==> config.mk <==
export PLATFORM = sky130hd
export DESIGN_NAME = qar_spi_arbiter
export DESIGN_NICKNAME = d
export VERILOG_FILES = /design/src/rtl/qar_spi_pkg.sv /design/src/rtl/qar_spi_arbiter_rr.sv /design/src/rtl/qar_spi_arbiter.sv
export SDC_FILE = /design/constraint.sdc
export NUM_CORES = 1
export LEC_CHECK = 0
export ABC_AREA = 1
export CORE_ASPECT_RATIO = 0.9
export CORE_MARGIN = 2
export CORE_UTILIZATION = 43
export DETAILED_ROUTE_END_ITERATION = 12
export DONT_BUFFER_PORTS = 1
export PLACE_DENSITY = 0.69
export SETUP_SLACK_MARGIN = 0.2
export SYNTH_ARGS = -nofsm -noshare
export SYNTH_HDL_FRONTEND = slang
export SYNTH_SLANG_ARGS = --single-unit
==> constraint.sdc <==
create_clock -name clk -period 1.42 [get_ports clk]
set_input_delay 0.284 -clock clk [delete_from_list [all_inputs] [get_ports clk]]
set_output_delay 0.284 -clock clk [all_outputs]
set_load 0.03 [all_outputs]
==> src/rtl/qar_spi_pkg.sv <==
// ---------------------------------------------------------------------------
// qar_spi_pkg
// Shared constants for the SPI requester arbiter:
//   CS_WIDTH   number of physical chip-select lines
//   BYTE_W     width of one SPI transfer
//   ST_*       arbiter FSM state encoding
//   max4()     helper used to size the shared phase counter
// ---------------------------------------------------------------------------
package qar_spi_pkg;

    localparam int CS_WIDTH = 4;
    localparam int BYTE_W   = 8;

    localparam logic [2:0] ST_IDLE  = 3'd0;
    localparam logic [2:0] ST_SETUP = 3'd1;
    localparam logic [2:0] ST_ISSUE = 3'd2;
    localparam logic [2:0] ST_BUSY  = 3'd3;
    localparam logic [2:0] ST_HOLD  = 3'd4;
    localparam logic [2:0] ST_GAP   = 3'd5;

    function automatic int max4(input int a, input int b, input int c, input int d);
        int m;
        m = a;
        if (b > m) m = b;
        if (c > m) m = c;
        if (d > m) m = d;
        return m;
    endfunction

endpackage

==> src/rtl/qar_spi_arbiter_rr.sv <==
// ---------------------------------------------------------------------------
// qar_rr_arbiter
// N-way round-robin picker. The candidate is the first requester at or after
// rr_ptr (wrapping). rr_ptr moves to candidate+1 only when the caller accepts.
// Ports:
//   clk, rst_n   clock, synchronous active-low reset (rr_ptr -> 0)
//   req          request vector
//   accept       candidate taken this cycle; advance rr_ptr
//   grant_oh     one-hot candidate (0 when no request)
//   grant_idx    binary index of the candidate
// ---------------------------------------------------------------------------
module qar_rr_arbiter #(
    parameter int N  = 2,
    parameter int PW = (N > 1) ? $clog2(N) : 1
) (
    input  logic          clk,
    input  logic          rst_n,
    input  logic [N-1:0]  req,
    input  logic          accept,
    output logic [N-1:0]  grant_oh,
    output logic [PW-1:0] grant_idx
);

    logic [PW-1:0] rr_ptr;

    // Scan from the farthest offset down to offset 0 so that the requester
    // closest to rr_ptr is the last one written and therefore wins.
    always_comb begin
        int            sum;
        logic [PW-1:0] idx;
        sum       = 0;
        idx       = '0;
        grant_oh  = '0;
        grant_idx = '0;
        for (int k = N - 1; k >= 0; k--) begin
            sum = int'(rr_ptr) + k;
            if (sum >= N) sum = sum - N;
            idx = PW'(sum);
            if (req[idx]) begin
                grant_oh      = '0;
                grant_oh[idx] = 1'b1;
                grant_idx     = idx;
            end
        end
    end

    always_ff @(posedge clk) begin
        if (!rst_n) begin
            rr_ptr <= '0;
        end else if (accept) begin
            rr_ptr <= (grant_idx == PW'(N - 1)) ? '0 : grant_idx + 1'b1;
        end
    end

endmodule

==> src/rtl/qar_spi_arbiter.sv <==
// ---------------------------------------------------------------------------
// qar_spi_arbiter
// Shares one byte-level SPI engine among N_REQ requesters. Each grant is an
// atomic burst: chip-select stays low from the first byte until the byte
// flagged last, with setup / hold / minimum-gap timing around it and a
// watchdog that aborts a burst whose owner stops presenting bytes.
// Ports:
//   clk, rst_n            clock, synchronous active-low reset
//   req_valid/data/last   per-requester TX byte stream
//   req_cs                per-requester CS index, sampled at grant only
//   req_ready             byte accepted (owner only, during ISSUE)
//   grant                 one-hot current owner
//   rsp_valid/data/last   RX byte returned to the owner (one-cycle pulse)
//   err_tmo               one-cycle pulse when the watchdog aborts a burst
//   eng_start/tx          engine command (combinational, ISSUE only)
//   eng_done/rx           engine completion
//   spi_cs_n              active-low chip selects
//
// Handshake: a requester byte transfers on a clk edge where req_valid[i] and
// req_ready[i] are both high. req_valid may rise at any time and must hold
// data/last stable until accepted; req_ready depends on req_valid, never the
// reverse. eng_start is the same event seen from the engine side.
// ---------------------------------------------------------------------------
module qar_spi_arbiter
    import qar_spi_pkg::*;
#(
    parameter int N_REQ    = 2,
    parameter int CS_SETUP = 2,
    parameter int CS_HOLD  = 2,
    parameter int CS_GAP   = 4,
    parameter int IDLE_TMO = 255
) (
    input  logic                      clk,
    input  logic                      rst_n,
    input  logic [N_REQ-1:0]          req_valid,
    input  logic [BYTE_W*N_REQ-1:0]   req_data,
    input  logic [N_REQ-1:0]          req_last,
    input  logic [2*N_REQ-1:0]        req_cs,
    output logic [N_REQ-1:0]          req_ready,
    output logic [N_REQ-1:0]          grant,
    output logic [N_REQ-1:0]          rsp_valid,
    output logic [BYTE_W-1:0]         rsp_data,
    output logic                      rsp_last,
    output logic                      err_tmo,
    output logic                      eng_start,
    output logic [BYTE_W-1:0]         eng_tx,
    input  logic                      eng_done,
    input  logic [BYTE_W-1:0]         eng_rx,
    output logic [CS_WIDTH-1:0]       spi_cs_n
);

    localparam int OW      = (N_REQ > 1) ? $clog2(N_REQ) : 1;
    localparam int CNT_MAX = max4(CS_SETUP, CS_HOLD, CS_GAP, IDLE_TMO);
    localparam int CW      = $clog2(CNT_MAX + 1);

    // Each phase ends when the shared counter reaches (length - 1).
    localparam logic [CW-1:0] SETUP_END = CW'(CS_SETUP - 1);
    localparam logic [CW-1:0] HOLD_END  = CW'(CS_HOLD - 1);
    localparam logic [CW-1:0] GAP_END   = CW'(CS_GAP - 1);
    localparam logic [CW-1:0] TMO_END   = CW'(IDLE_TMO - 1);

    logic [2:0]        state;
    logic [CW-1:0]     cnt;
    logic [OW-1:0]     owner;
    logic              last_q;

    logic [N_REQ-1:0]  arb_grant;
    logic [OW-1:0]     arb_idx;
    logic              arb_accept;

    logic              owner_valid;
    logic              owner_last;
    logic [BYTE_W-1:0] owner_data;
    logic [1:0]        cand_cs;

    assign arb_accept = (state == ST_IDLE) && (|req_valid);

    qar_rr_arbiter #(.N(N_REQ), .PW(OW)) u_rr (
        .clk       (clk),
        .rst_n     (rst_n),
        .req       (req_valid),
        .accept    (arb_accept),
        .grant_oh  (arb_grant),
        .grant_idx (arb_idx)
    );

    // Owner-side views of the request bus, plus the CS index of the
    // candidate about to be granted.
    always_comb begin
        owner_valid = 1'b0;
        owner_last  = 1'b0;
        owner_data  = '0;
        cand_cs     = '0;
        for (int i = 0; i < N_REQ; i++) begin
            if (owner == OW'(i)) begin
                owner_valid = req_valid[i];
                owner_last  = req_last[i];
                owner_data  = req_data[i*BYTE_W +: BYTE_W];
            end
            if (arb_idx == OW'(i)) cand_cs = req_cs[2*i +: 2];
        end
    end

    // Accept and launch in the same ISSUE cycle so a byte costs one ISSUE
    // cycle plus engine latency.
    always_comb begin
        req_ready = '0;
        eng_start = 1'b0;
        eng_tx    = '0;
        if (state == ST_ISSUE && owner_valid) begin
            eng_start = 1'b1;
            eng_tx    = owner_data;
            for (int i = 0; i < N_REQ; i++) begin
                req_ready[i] = (owner == OW'(i));
            end
        end
    end

    always_ff @(posedge clk) begin
        if (!rst_n) begin
            state     <= ST_IDLE;
            cnt       <= '0;
            owner     <= '0;
            last_q    <= 1'b0;
            grant     <= '0;
            spi_cs_n  <= '1;
            rsp_valid <= '0;
            rsp_data  <= '0;
            rsp_last  <= 1'b0;
            err_tmo   <= 1'b0;
        end else begin
            rsp_valid <= '0;
            err_tmo   <= 1'b0;
            case (state)
                ST_IDLE: begin
                    if (|req_valid) begin
                        grant    <= arb_grant;
                        owner    <= arb_idx;
                        spi_cs_n <= ~(CS_WIDTH'(1) << cand_cs);
                        cnt      <= '0;
                        state    <= ST_SETUP;
                    end
                end
                ST_SETUP: begin
                    if (cnt == SETUP_END) begin
                        cnt   <= '0;
                        state <= ST_ISSUE;
                    end else begin
                        cnt <= cnt + 1'b1;
                    end
                end
                ST_ISSUE: begin
                    if (owner_valid) begin
                        last_q <= owner_last;
                        cnt    <= '0;
                        state  <= ST_BUSY;
                    end else if (cnt == TMO_END) begin
                        // Owner went quiet mid-burst: abort without a response.
                        err_tmo <= 1'b1;
                        cnt     <= '0;
                        state   <= ST_HOLD;
                    end else begin
                        cnt <= cnt + 1'b1;
                    end
                end
                ST_BUSY: begin
                    if (eng_done) begin
                        rsp_valid <= grant;
                        rsp_data  <= eng_rx;
                        rsp_last  <= last_q;
                        cnt       <= '0;
                        state     <= last_q ? ST_HOLD : ST_ISSUE;
                    end
                end
                ST_HOLD: begin
                    if (cnt == HOLD_END) begin
                        spi_cs_n <= '1;
                        grant    <= '0;
                        cnt      <= '0;
                        state    <= ST_GAP;
                    end else begin
                        cnt <= cnt + 1'b1;
                    end
                end
                ST_GAP: begin
                    if (cnt == GAP_END) begin
                        cnt   <= '0;
                        state <= ST_IDLE;
                    end else begin
                        cnt <= cnt + 1'b1;
                    end
                end
                default: begin
                    state <= ST_IDLE;
                end
            endcase
        end
    end

endmodule

==> impl_results.md <==
- Clock tree from TritonCTS: yes
- Combined area of all synthesized cells: 0.00171 mm^2
- Upper clock frequency limit: 0.621 GHz
- CP delay by family, top: flip-flops
- Number of cells in the design after placement: 284
- CP Data Arrival Time: 1330 ps
- Combinational share of power: 0.529
- Max Fanout on Critical Path: 5
- Number of nets still failing antenna checks after routing: 0
- Depth of the CTS H-tree: 2
- Initial core utilization: 0.455
- Floorplan die area: 0.00450 mm^2
- Num CTS Buffers: 5
- Cells after synthesis: 237
- Number of remaining DRC errors: 0
- Portion of synthesized cell area occupied by the leading cell type: 0.375
- Total via count in the routed design: 1775
- Worst EP required: 1140 ps
- Max Clock Skew: 3.61 ps
- Crit start category: flop
- Worst min-delay path category: in2reg
- Sum of overflow across all layers after global routing: 0
- Diode insertion count for antenna repair: 0
- Leakage power total: 1.08 nW
- Power density over the cells: 1800 mW/mm^2
- Met1 routing resource usage after global routing: 0.240
- Setup-violating endpoint count in the final report: 25
- Cell-by-cell trace of the critical path: inv_4 > nand3_4 > nor2_4 > buf_6 > a22o_4
- Clock Sink Count: 32
- Final wirelength: 5190 um
- Final design utilization: 0.699
- Unrepaired setup endpoints after global routing: yes
- First drt pass iteration count: 4
- GRT Util Overall: 0.219
- Layer with the highest usage after global routing: met2
- Drt initial violations: 69
- FFs w/ async S/R, synth: 0
- Switching share of total power: 0.451
- Maximum number of pins on one net before global-route repair: 21
- Die width: 70.5 um
- CTS root buf: sky130_fd_sc_hd__clkbuf_8
- Number of nets in the finished design: 318
- Clock latency of the later-clocked register in the worst-skew pair: 290 ps
- Leading area contributor after synthesis: sky130_fd_sc_hd__dfxtp_1
- Number of I/O pins: 64
- Worst-case clock buffer depth: 2
- Main area contributors after synthesis: sky130_fd_sc_hd__dfxtp_1, sky130_fd_sc_hd__nand2_1, sky130_fd_sc_hd__nor2_1, sky130_fd_sc_hd__o21ai_0, sky130_fd_sc_hd__inv_1
- Max Cap Violations: 0
- Number of standard-cell rows in the floorplan: 21
- Slew HR: 0.740
- Internal Power: 2.60 mW
- Final setup margin: -190 ps
- YS warnings: 0
- Ys flop type: sky130_fd_sc_hd__dfxtp_1
- Post-synthesis to final-layout area growth: 53.7%
- Final Hold Fails: 0
- Clock transition time at the flip-flop clock pins of the worst setup and hold paths: 70 ps
- Tmin final: 1610 ps
- Part of the Yosys area used for sequential elements: 0.375
- Initial antenna violation count: 0
- M3 GR Usage: 0.0757
- Core Box Area: 0.00376 mm^2
- Clock share of power: 0.171
- Status: finished with violations
- Mean instance size in the synthesized netlist: 7.21 um^2
- Slew at the pin closest to its max-slew limit: 390 ps
- Sw Pwr: 2.13 mW
- Port Buffers: 0
- Half-perimeter wire length of the detailed placement result: 2810 um
- Type of element capturing the critical path: primary output
- Critical path class: reg2out
- Non-filler instance count after layout: 327
- Count of cell types in the netlist: 31
- Gpl congestion: 0.842
- Number of buffers and inverters on the critical path: 2
- Violated checks: negative setup slack
- Share of final-layout standard cells stronger than drive strength 1: 0.559
- Via count of the first global-routing pass: 1720
- Count of flip-flops with a built-in enable after synthesis: 0
- Count of final max-slew check failures: 0
- Mapped Nets: 275
- Global-route wire length before repair: 7690 um
- Crit-path max cell delay: 350 ps
- Part of the power in registers: 0.301
- Vias per inst: 5.43
- Met2 global-route usage: 0.380
- Slowest cell on the critical path: sky130_fd_sc_hd__dfxtp_4
- Post-synthesis register bit count: 32
- Post-route fraction of the period consumed by the critical path: 1.13
- Average wire per cell in the routed design: 15.9 um
- Height of the die: 63.8 um
- Max VDD drop: 0.00122 V
- Fill count: 262
==> path summary, 6_finish.rpt <==
path,from,to,slack (ps),cells past startpoint
worst max-delay path,state[0],eng_tx[2],-190,5
worst min-delay path,rst_n,spi_cs_n[2],70,1
worst max register to register,state[1],state[2],-150,10
worst min register to register,u_rr.rr_ptr,u_rr.rr_ptr,470,2
==> layout by cell type (no fill, tap or decap), drive strengths merged <==
cell and instances:
nand3 13, a22o 8, a31o 1, clkbuf 6
nor2 55, o21a 1, nand2 57, ha 3
clkinv 1, a31oi 1, a211oi 1, dfxtp 32
o21ai 20, clkinvlp 1, a21oi 6, inv 28
nor3 2, xnor2 3, buf 38, nand4 2
and3 2
==> kinds of logic after synthesis <==
kind of cell | synth area share
compound gates | 0.139
simple gates | 0.370
flops | 0.375
buf+inv | 0.0791
xor+xnor | 0.0154
fa+ha+maj | 0.0220
==> through the flow <==
step / worst slack, ps / setup TNS (ps) / hold WS [ps] / power, mW / area, um^2
2_1_floorplan: -34.3 / -240 / 419 / 2.51 / 1760
3_3_place_gp: -10.8 / -59.6 / 372 / 2.72 / 1830
3_5_place_dp: -26.4 / -158 / 375 / 2.74 / 1830
4_1_cts: -184 / -1760 / 53.7 / 4.29 / 2410
5_1_grt: -230 / -4110 / 66.4 / 4.98 / 2630
6_report: -190 / -2560 / 66.6 / 4.73 / 2630
==> layout make-up <==
type                            count  area, um^2  area share
Inverter                           27         124      0.0472
Tap cell                           46        57.6      0.0219
Multi-Input combinational cell    175        1330       0.506
Clock inverter                      2        12.5     0.00476
Timing Repair inverter              1        6.26     0.00238
Sequential cell                    32         661       0.252
Timing Repair Buffer               38         342       0.130
Clock buffer                        6        93.8      0.0357
==> power groups by stage <==
stage	combinational, mW	clock, mW	sequential [mW]
detailed placement	1.33	0	1.42
global route	2.68	0.860	1.44
floorplan	1.15	0	1.37
finish	2.50	0.807	1.42
global placement	1.31	0	1.41
CTS	2.07	0.819	1.41
==> registers in the layout, indices dropped and copies added (netlist names) <==
name,cells
err_tmo,1
state,3
u_rr.rr_ptr,1
last_q,1
rsp_valid,2
cnt,8
rsp_data,8
grant,2
owner,1
spi_cs_n,4
rsp_last,1
==> synthesized netlist by cell type, drive strengths merged (3+ instances only) <==
library cell,number
inv,26
ha,3
a21oi,6
dfxtp,32
xnor2,3
nand3,13
a22o,8
nor2,54
o21ai,20
buf,3
nand2,57
==> per-layer routing <==
metal  vias to the layer above  share of wire
li1                        852              -
met1                       815           0.40
met2                        93           0.49
met3                        15          0.084
met4                         0          0.027
met5                         -              0
==> timing repair <==
| action | in CTS | in global routing |
|---|---|---|
| hold buffers | 0 | 0 |
| setup endpoints to repair | 39 | 43 |
| pin swaps | 41 | 23 |
| setup buffers | 22 | 10 |
| gates cloned | 3 | 0 |
| resized for setup | 89 | 40 |
==> worst reg2reg max path, cell delays in order, from the launching register on <==
cell	delay, ps
sky130_fd_sc_hd__dfxtp_4	360
sky130_fd_sc_hd__buf_6	140
sky130_fd_sc_hd__nor2_4	150
sky130_fd_sc_hd__nand2_4	80
sky130_fd_sc_hd__nor2_4	180
sky130_fd_sc_hd__buf_6	130
sky130_fd_sc_hd__nor2_4	40
sky130_fd_sc_hd__nand4_1	180
sky130_fd_sc_hd__nand2_1	100
sky130_fd_sc_hd__nand2_1	80
sky130_fd_sc_hd__nor2_1	40
Note: power is estimated with default switching activity, not from simulation.
